<file path="config.mk">
export PLATFORM = sky130hd
export DESIGN_NAME = spi_rx_ctrl_flat
export DESIGN_NICKNAME = d
export VERILOG_FILES = /design/src/rtl/spi_rx_ctrl_if.sv /design/src/rtl/spi_rx_ctrl.sv /design/src/flat_wrapper.sv
export SDC_FILE = /design/constraint.sdc
export NUM_CORES = 1
export LEC_CHECK = 0
export CAP_MARGIN = 25
export CELL_PAD_IN_SITES_DETAIL_PLACEMENT = 1
export CELL_PAD_IN_SITES_GLOBAL_PLACEMENT = 2
export CORE_MARGIN = 4
export CORE_UTILIZATION = 33
export DETAILED_ROUTE_END_ITERATION = 10
export GPL_TIMING_DRIVEN = 0
export PLACE_DENSITY = 0.86
export REMOVE_ABC_BUFFERS = 1
export SKIP_CTS_REPAIR_TIMING = 1
export SLEW_MARGIN = 20
export SYNTH_ARGS = -nofsm -noshare
export SYNTH_HDL_FRONTEND = slang
export SYNTH_SLANG_ARGS = --single-unit
</file>
<file path="constraint.sdc">
create_clock -name clk -period 1.79 [get_ports clk]
set_input_delay 0.179 -clock clk [delete_from_list [all_inputs] [get_ports clk]]
set_output_delay 0.179 -clock clk [all_outputs]
set_load 0.02 [all_outputs]
</file>
<file path="src/rtl/spi_rx_ctrl_if.sv">
// Bus bundle between the SPI receive front end and its environment.
// The slave modport is the receive controller; master is whoever drives SS_n/MOSI.
interface spi_rx_ctrl_if #(
  parameter int FRAME_W = 10
);
  logic               SS_n;
  logic               MOSI;
  logic [FRAME_W-1:0] rx_data;
  logic               rx_valid;
  logic               tx_en;
  logic               rd_addr_seen;

  modport master (
    output SS_n, MOSI,
    input  rx_data, rx_valid, tx_en, rd_addr_seen
  );

  modport slave (
    input  SS_n, MOSI,
    output rx_data, rx_valid, tx_en, rd_addr_seen
  );
endinterface

</file>
<file path="src/rtl/spi_rx_ctrl.sv">
// SPI slave receive FSM: deserialises 10-bit command frames MSB first and
// tracks the read-address / read-data pairing that opens the MISO window.
module spi_rx_ctrl #(
  parameter int FRAME_W = 10
) (
  input  logic        clk,
  input  logic        rst_n,
  spi_rx_ctrl_if.slave bus
);
  localparam int CW = $clog2(FRAME_W + 1);
  localparam logic [CW-1:0] LAST_CNT = CW'(FRAME_W - 1);

  typedef enum logic [2:0] {
    IDLE, CHK_CMD, WRITE, READ_ADD, READ_DATA, WAIT_END
  } state_t;

  state_t             r_state, w_state_next;
  logic [CW-1:0]      r_cnt, w_cnt_next;
  logic [FRAME_W-1:0] r_shift, w_shift_next;
  logic [FRAME_W-1:0] r_rx_data, w_rx_data_next;
  logic               r_rx_valid, w_rx_valid_next;
  logic               r_tx_en, w_tx_en_next;
  logic               r_rd_addr_seen, w_rd_addr_seen_next;
  logic [FRAME_W-1:0] w_frame;

  // Shift register with the current MOSI bit appended: the full frame on the last bit.
  assign w_frame = {r_shift[FRAME_W-2:0], bus.MOSI};

  always_ff @(posedge clk or negedge rst_n) begin
    if (!rst_n) begin
      r_state        <= IDLE;
      r_cnt          <= '0;
      r_shift        <= '0;
      r_rx_data      <= '0;
      r_rx_valid     <= 1'b0;
      r_tx_en        <= 1'b0;
      r_rd_addr_seen <= 1'b0;
    end else begin
      r_state        <= w_state_next;
      r_cnt          <= w_cnt_next;
      r_shift        <= w_shift_next;
      r_rx_data      <= w_rx_data_next;
      r_rx_valid     <= w_rx_valid_next;
      r_tx_en        <= w_tx_en_next;
      r_rd_addr_seen <= w_rd_addr_seen_next;
    end
  end

  always_comb begin
    w_state_next        = r_state;
    w_cnt_next          = r_cnt;
    w_shift_next        = r_shift;
    w_rx_data_next      = r_rx_data;
    w_rx_valid_next     = 1'b0;
    w_tx_en_next        = r_tx_en;
    w_rd_addr_seen_next = r_rd_addr_seen;

    // Deselect aborts whatever is in flight, including a frame on its last bit.
    if (bus.SS_n && (r_state != IDLE)) begin
      w_state_next = IDLE;
      w_cnt_next   = '0;
      w_shift_next = '0;
      w_tx_en_next = 1'b0;
    end else begin
      unique case (r_state)
        IDLE: begin
          if (!bus.SS_n) w_state_next = CHK_CMD;
        end
        CHK_CMD: begin
          w_shift_next = {{(FRAME_W-1){1'b0}}, bus.MOSI};
          w_cnt_next   = CW'(1);
          if (!bus.MOSI)          w_state_next = WRITE;
          else if (r_rd_addr_seen) w_state_next = READ_DATA;
          else                    w_state_next = READ_ADD;
        end
        WRITE, READ_ADD, READ_DATA: begin
          w_shift_next = w_frame;
          if (r_cnt == LAST_CNT) begin
            w_rx_data_next  = w_frame;
            w_rx_valid_next = 1'b1;
            w_cnt_next      = '0;
            w_state_next    = WAIT_END;
            if (r_state == READ_ADD) w_rd_addr_seen_next = 1'b1;
            if (r_state == READ_DATA) begin
              w_rd_addr_seen_next = 1'b0;
              w_tx_en_next        = 1'b1;
            end
          end else begin
            w_cnt_next = r_cnt + CW'(1);
          end
        end
        WAIT_END: begin
          w_state_next = WAIT_END;
        end
        default: begin
          w_state_next = IDLE;
        end
      endcase
    end
  end

  assign bus.rx_data      = r_rx_data;
  assign bus.rx_valid     = r_rx_valid;
  assign bus.tx_en        = r_tx_en;
  assign bus.rd_addr_seen = r_rd_addr_seen;
endmodule

</file>
<file path="src/flat_wrapper.sv">
// flat-port wrapper written by rule: the top's interface ports become plain ports
module spi_rx_ctrl_flat 
#(
  parameter int FRAME_W = 10
)
  (clk, rst_n, bus_SS_n, bus_MOSI, bus_rx_data, bus_rx_valid, bus_tx_en, bus_rd_addr_seen);
  spi_rx_ctrl_if #(.FRAME_W(FRAME_W)) bus_i ();
  input  logic clk;
  input  logic rst_n;
  input wire logic [$bits(bus_i.SS_n)-1:0] bus_SS_n;
  input wire logic [$bits(bus_i.MOSI)-1:0] bus_MOSI;
  output wire logic [$bits(bus_i.rx_data)-1:0] bus_rx_data;
  output wire logic [$bits(bus_i.rx_valid)-1:0] bus_rx_valid;
  output wire logic [$bits(bus_i.tx_en)-1:0] bus_tx_en;
  output wire logic [$bits(bus_i.rd_addr_seen)-1:0] bus_rd_addr_seen;
  assign bus_i.SS_n = bus_SS_n;
  assign bus_i.MOSI = bus_MOSI;
  assign bus_rx_data = bus_i.rx_data;
  assign bus_rx_valid = bus_i.rx_valid;
  assign bus_tx_en = bus_i.tx_en;
  assign bus_rd_addr_seen = bus_i.rd_addr_seen;
  spi_rx_ctrl #(.FRAME_W(FRAME_W)) u_core (.clk(clk), .rst_n(rst_n), .bus(bus_i));
endmodule
</file>
Yosys cells after proc, flatten, opt, wreduce, memory -nomap -nowiden --
Index checks and enable logic that the tools add are counted.
Operators by class: add/sub/neg operators 1, eq/ne operators 8, mux-type cells 20, bitwise operators 1, reductions and logical operators 13
Operators by type and width (count):
- $pmux W9 S2 | 1
- $mux W3 | 5
- $pmux W3 S4 | 1
- $mux W1 | 9
- $mux W9 | 1
- $mux W4 | 2
- $pmux W4 S2 | 1
- $reduce_bool A2 Y1 | 4
- $eq A3 B2 Y1 const B | 2
- $eq A3 B3 Y1 const B | 2
- $reduce_and A3 Y1 | 2
- $reduce_bool A3 Y1 | 2
- $add A4 B1 Y4 const B | 1
- $eq A4 B4 Y1 const B | 1
- $reduce_and A4 Y1 | 1
- $eq A3 B1 Y1 const B | 1
- $logic_not A3 Y1 | 1
- $ne A3 B1 Y1 const B | 1
- $ne A3 B2 Y1 const B | 1
- $reduce_or A3 Y1 | 1
- $reduce_and A2 Y1 | 1
- $logic_and A1 B1 Y1 | 1
- $not A1 Y1 | 1
Word-level totals: register bits after elaboration 29, input bits 4, output and inout port bits 13

Longest topological paths before layout --
Gate-level depths: netlist (run 1).
depth in word-level cells 5, gate-level depth with buffers 7, mapped depth without buffers 6

Worst setup path after synthesis (run 1) --
No wires, ideal clock.
path kind register to register, start point register u_core.r_state[1], end point register u_core.r_rx_data[1], in the netlist u_core.bus.rx_data[1], setup time 0.125 ns, arrival time 1.602 ns, setup slack 0.063 ns, cell stages (with the launch flop) 7, path buffers 2, period minus slack after synthesis 1.727 ns, cells stage by stage dfrtp_1 -> buf_6 -> or3b_4 -> a21oi_4 -> and2_4 -> buf_12 -> mux2_4
On the way: cells in the longest elaborated chain, start to end 4, elaborated cells between the ends (all ways) 8, those cells by class 3 x eq/ne; 1 x bitwise; 4 x reduce/logical
RTL lines:
- start, declared | line spi_rx_ctrl.sv:17 | state_t r_state, w_state_next;
- start signal, assigned | line spi_rx_ctrl.sv:39 | r_state <= w_state_next;
- branches (longest 3 deep; another with $eq A3 B2 Y1)
- $reduce_and A3 Y1 (no source line) (*)
- end signal, assigned | line spi_rx_ctrl.sv:42 | r_rx_data <= w_rx_data_next;
- end, declared | line spi_rx_ctrl.sv:20 | logic [FRAME_W-1:0] r_rx_data, w_rx_data_next;
Mark *: on every way between the ends. A chain may end at the register's enable or synchronous reset.

Worst setup path after layout (run 1) --
start point register u_core.r_state[1], end point register u_core.r_rx_data[7], in the netlist u_core.bus.rx_data[7]
The elaborated chain is that of the path after synthesis.

==> results.yml, run 1 <==
cells_and_area:
  nFillCells: 443
  area_growth_pct: 30.1
  final_common_cell: "dfrtp_1"
  diodes: 0
  layout_common_cells: "dfrtp_1, buf_4, clkdlybuf4s50_1, mux2_4, a22o_1"
  final_util_pct: 45.2
  layout.nets: 155
  layout-drive-gt1-share_pct: 30.2
  finalInstanceArea_um2: 1830
  final_cell_count_no_fill: 199
critical_path:
  path_max_fanout: 7
  r2r_setup_slack_ns: -0.005
  endpoint_kind: "flip-flop"
  reg2reg_from: "u_core.r_state[1]$_DFFE_PN0P_"
  worst-endpoint-arrival_ns: 1.95
  worstSetupStartpoint: "u_core.r_state[1]$_DFFE_PN0P_"
  endpoint: "u_core.bus.rx_data[7]$_DFFE_PN0P_"
  path_cells: "or3b_4 -> a21oi_4 -> and2_4 -> mux2_4"
  crit_cells: 4
  rr_endpoint: "u_core.bus.rx_data[7]$_DFFE_PN0P_"
  reg2regPathDepth: 4
  worstSetupPathType: "flip-flop to flip-flop"
  path_delay_family: "simple AND/OR/NAND/NOR gates"
  crit_path_start_kind: "flip-flop"
  critPathSlowestCell: "dfrtp_2"
  worstPathBufferInverterCount: 0
  max_stage_delay_ns: 0.45
  crit_required_ns: 1.95
clock_tree:
  cts_tree: "done"
  cts_htree_levels: 2
  cts_buffer_depth: 2
  numCtsBuffers: 5
  cts_root_buf: "clkbuf_8"
  worstSkewPairLatency_ns: 0.28
  clkSlewWorstSetupHoldPaths_ns: 0.07
  clock-sinks: 29
yosys:
  synthFlopType: "dfrtp_1"
  syn_inst: 115
  yosysWarnings: 0
  ys_ff_latch: 29
  netlist_area_um2: 1410
  ys_seq_area_share_pct: 51.5
  synth-xor-area-share_pct: 0
  synthAdderAreaFrac_pct: 2.66
  avgSynthCellArea_um2: 12.3
  synth_cell_types: 36
  synth_edf_count: 0
  synth_top_family_by_area: "compound AO/OA/AOI/OAI gates"
  synth_top_area_cell: "dfrtp_1"
  synth_area_leaders: "dfrtp_1, mux2_4, a22o_1, ha_1, inv_1"
  synthMuxAreaShare_pct: 12.2
  yosys.area_share.simple_pct: 9.41
  synth-async-reset-ratio_pct: 100
  synth_top_area_share_pct: 51.5
  synth_compound_area_share_pct: 18.4
pwr:
  pwr-share-clk_pct: 33.2
  p_sw_mw: 0.655
  pwr-share-comb_pct: 29.3
  swShare_pct: 30.7
  irDropWorstVdd_mv: 0.525
  p_per_area_nw_per_um2: 1160
  power.internal_mw: 1.48
  seqPwrFrac_pct: 37.5
  total_leakage_power_nw: 0.835
placed_design:
  dpl.hpwl_um: 2130
  dp.cells: 174
  dpl_worst_slack_ns: -0.404
  placed_area_um2: 1570
  gp_congestion: 0.792
  port_buffers: 16
timing:
  setup_ws_ns: -0.00480
  finClkSkew_ns: 0.00766
  setup_tns_ns: -0.00480
  hold_viol_final: 0
  worstMarginPinSlew_ns: 0.660
  max_freq_mhz: 557
  layout_min_cycle_time_ns: 1.79
  slew_headroom_pct: 56.0
  grt_setup_unrepaired: "yes"
  setup_viol: 1
  slew_viol_final: 0
  final.period_utilization_pct: 100
die:
  initial_utilization_pct: 34.8
  dieArea_um2: 5380
  coreArea_um2: 4060
  num_rows: 23
  die_x_um: 73.4
  die_h_um: 73.4
  io_pins: 17
global_route:
  grtUsageMet2_pct: 21.7
  grt_max_degree: 30
  grt_busiest_layer: "met2"
  first_global_vias: 1067
  globalRouteMet1Util_pct: 16.4
  grt.total_usage_pct: 13.3
  met3_usage_pct: 3.83
  grt_remaining_overflow: 0
  antenna_found_initial: 0
  grt_pass1_wl_um: 5420
detailed_routing:
  first_pass_iters: 4
  via_count: 1056
  drt-total-wl_um: 3350
  ant_nets: 0
  route.detailed.drc: 0
  drtIter0Drc: 43
  viasPerCell: 5.31
  wire_per_inst_um: 16.9
worst_hold_path:
  hold_path_startpoint: "bus_SS_n"
  min_path_type: "input port to flip-flop"
outcome:
  violations: "setup timing"
  status: "finished with violations"
run:
  cap_violations: 0
[per-layer routing]
metal	part of all wire (%)	routed length (µm)	up-vias
met1	44	1470	541
met5	0	0	-
li1	-	-	488
met2	51	1700	20
met3	3.8	127	7
met4	1.7	56	0
[how the worst min path moves through the flow]
stage                                          end  slack, ns  cells after the start
3_5_place_dp     u_core.bus.rx_data[9]$_DFFE_PN0P_       0.26                      1
5_1_grt              u_core.r_state[2]$_DFFE_PN0P_       0.42                      2
4_1_cts              u_core.r_shift[0]$_DFFE_PN0P_      -0.05                      1
6_report             u_core.r_state[2]$_DFFE_PN0P_       0.39                      2
3_3_place_gp         u_core.r_shift[8]$_DFFE_PN0P_       0.49                      1
2_1_floorplan  u_core.bus.rd_addr_seen$_DFFE_PN0P_      -0.12                      0
[layout make-up]
type | instances | area [µm²] | area share (%)
multi-input cells | 72 | 614 | 33.5
repair buffers | 32 | 280 | 15.3
well taps | 50 | 62.6 | 3.41
inverters | 8 | 30.0 | 1.64
clock inverters | 1 | 30.0 | 1.64
clock buffers | 7 | 86.3 | 4.71
flip-flops and latches | 29 | 731 | 39.8
[per-stage QoR]
step | power [mW] | hold slack (ns)
final | 2.13 | 0.385
after global placement | 1.27 | 0.485
after floorplan | 1.16 | -0.117
after detailed placement | 1.31 | 0.258
after global routing | 2.27 | 0.423
after CTS | 2.03 | -0.0533
[cells by family after synthesis]
logic type	count (synthesis)
AOI/OAI and AO/OA	34
muxes	12
and+or+nand+nor	22
buffers and inverters	15
adders and majority gates	3
DFF	29
[sequential cells by signal, indices dropped and copies added (netlist names)]
register	count
u_core.r_shift	9
u_core.bus.rd_addr_seen	1
u_core.r_state	3
u_core.bus.tx_en	1
u_core.bus.rx_valid	1
u_core.r_cnt	4
u_core.bus.rx_data	10
[worst reg2reg max path, cell delays in order (launching register included)]
cell	delay, ns
dfrtp_2	0.45
or3b_4	0.41
a21oi_4	0.23
and2_4	0.26
mux2_4	0.32
[power groups by stage]
stage          clock network [mW]  registers, mW  logic [mW]
2_1_floorplan                   0          0.808       0.356
3_3_place_gp                    0          0.819       0.455
3_5_place_dp                    0          0.827       0.486
4_1_cts                     0.726          0.814       0.491
5_1_grt                     0.759          0.813       0.697
6_report                    0.708          0.801       0.626
[synthesized netlist by cell type, types with 2 or more instances]
library cell / n
nand2b_1: 3
o21ai_0: 4
buf_2: 3
a22oi_1: 2
a21oi_1: 5
o41ai_1: 2
dfrtp_1: 29
nand2_1: 4
a31oi_1: 2
nor2_1: 2
nor3_1: 3
ha_1: 3
mux2_4: 10
o22ai_1: 4
clkbuf_1: 2
or3_1: 2
a22o_1: 9
inv_1: 8
Power figures use the tool's default switching activity.
==> run 2: changes to the inputs <==
CORE_UTILIZATION = 39   (was 33)
PLACE_DENSITY = 0.94   (was 0.86)
clock period = 2.2 ns   (was 1.79 ns; I/O delays follow)
==> run 2 against run 1 <==
Compared with the run above:
- final cell count is 10% lower
- hold slack improved by 0.073 ns
- combinational power down 37%
- largest power group unchanged
- critical endpoint is now u_core.bus.rx_data[0]$_DFFE_PN0P_
- wire length shrank 13%
- global-route usage is 1.3 points higher
- die area down 14%
- non-clock buffer count down 15
- fmax is 14% lower
- the flow now finishes without violations
==> results.yml, run 2 (synthesis gave the netlist of run 1 again) <==
clock_tree:
  cts_buffer_depth: 2
  worstSkewPairLatency_ns: 0.32
  clock-sinks: 29
  cts_tree: "done"
  numCtsBuffers: 5
  clkSlewWorstSetupHoldPaths_ns: 0.10
  cts_root_buf: "clkbuf_4"
  cts_htree_levels: 2
timing:
  hold_viol_final: 0
  setup_viol: 0
  setup_tns_ns: 0
  layout_min_cycle_time_ns: 2.08
  grt_setup_unrepaired: "no"
  slew_headroom_pct: 56.8
  setup_ws_ns: 0.117
  worstMarginPinSlew_ns: 0.647
  max_freq_mhz: 480
  slew_viol_final: 0
  whs_ns: 0.459
  final.period_utilization_pct: 94.7
  finClkSkew_ns: 0.00705
placed_design:
  dp.cells: 170
  port_buffers: 16
  placed_area_um2: 1570
  dpl_worst_slack_ns: 0.0167
  gp_congestion: 0.775
  dpl.hpwl_um: 2120
cells_and_area:
  layout_common_cells: "dfrtp_1, clkdlybuf4s50_1, mux2_4, a22o_1, inv_1"
  layout.nets: 139
  finalInstanceArea_um2: 1630
  area_growth_pct: 15.7
  final_util_pct: 47.8
  final_common_cell: "dfrtp_1"
  layout-drive-gt1-share_pct: 18.8
  largest_reg_flops: 10
  diodes: 0
  final_cell_count_no_fill: 179
pwr:
  p_per_area_nw_per_um2: 835
  p_total_mw: 1.36
  irDropWorstVdd_mv: 0.429
  total_leakage_power_nw: 0.719
outcome:
  status: "finished, final reports clean"
critical_path:
  path_max_fanout: 12
  worst-endpoint-arrival_ns: 2.29
  crit_required_ns: 2.41
  path_delay_family: "simple AND/OR/NAND/NOR gates"
  path_cells: "or3b_4 -> a21oi_4 -> and2_4 -> mux2_2"
  worstPathBufferInverterCount: 0
  worstSetupPathType: "flip-flop to flip-flop"
  max_stage_delay_ns: 0.51
  critPathSlowestCell: "dfrtp_1"
  endpoint_kind: "flip-flop"
  crit_path_start_kind: "flip-flop"
global_route:
  grt.total_usage_pct: 14.6
  antenna_found_initial: 0
  grt_pass1_wl_um: 5060
  grt_max_degree: 30
  first_global_vias: 1049
  grt_remaining_overflow: 0
detailed_routing:
  via_count: 966
  drt-total-wl_um: 2930
  first_pass_iters: 3
  drtIter0Drc: 58
  ant_nets: 0
  wire_per_inst_um: 16.4
  viasPerCell: 5.40
  route.detailed.drc: 0
die:
  num_rows: 21
  coreArea_um2: 3420
  die_h_um: 68.1
  dieArea_um2: 4640
  io_pins: 17
  die_x_um: 68.1
  initial_utilization_pct: 41.3
run:
  cap_violations: 0
worst_hold_path:
  min_path_type: "input port to async pin"
run 2: final timing paths:
path                                              startpoint                                 to  slack (ns)  cells after the start
max                            u_core.r_state[1]$_DFFE_PN0P_  u_core.bus.rx_data[0]$_DFFE_PN0P_        0.12                      4
min                                                    rst_n        u_core.r_cnt[2]$_DFFE_PN0P_        0.46                      2
max reg2reg                    u_core.r_state[1]$_DFFE_PN0P_  u_core.bus.rx_data[0]$_DFFE_PN0P_        0.12                      4
min reg2reg                u_core.bus.rx_data[8]$_DFFE_PN0P_  u_core.bus.rx_data[8]$_DFFE_PN0P_        0.52                      1
max in group asynchronous                              rst_n      u_core.r_state[2]$_DFFE_PN0P_        1.27                      2
min in group clk           u_core.bus.rx_data[8]$_DFFE_PN0P_  u_core.bus.rx_data[8]$_DFFE_PN0P_        0.52                      1
run 2: routing by layer:
metal	routed length, µm	up-vias	GRT usage (%)
met5	0	-	0
met4	11	0	4.71
met3	95	2	3.61
met2	1540	17	25.2
met1	1280	491	17.8
li1	-	456	-
run 2: where the power goes:
part / switching (mW) / internal (mW) / total (mW) / leakage, nW
clock: 0.185 / 0.122 / 0.307 / 0.0320
combinational: 0.216 / 0.176 / 0.392 / 0.294
sequential: 0.0815 / 0.583 / 0.664 / 0.393
total: 0.482 / 0.880 / 1.36 / 0.719
run 2: cell type report:
cell class / count / area [µm²]
fillers: 377 / 1780
flip-flops and latches: 29 / 727
multi-input cells: 71 / 601
repair buffers: 17 / 165
well taps: 46 / 57.6
clock buffers: 6 / 41.3
inverters: 8 / 30.0
clock inverters: 2 / 10.0
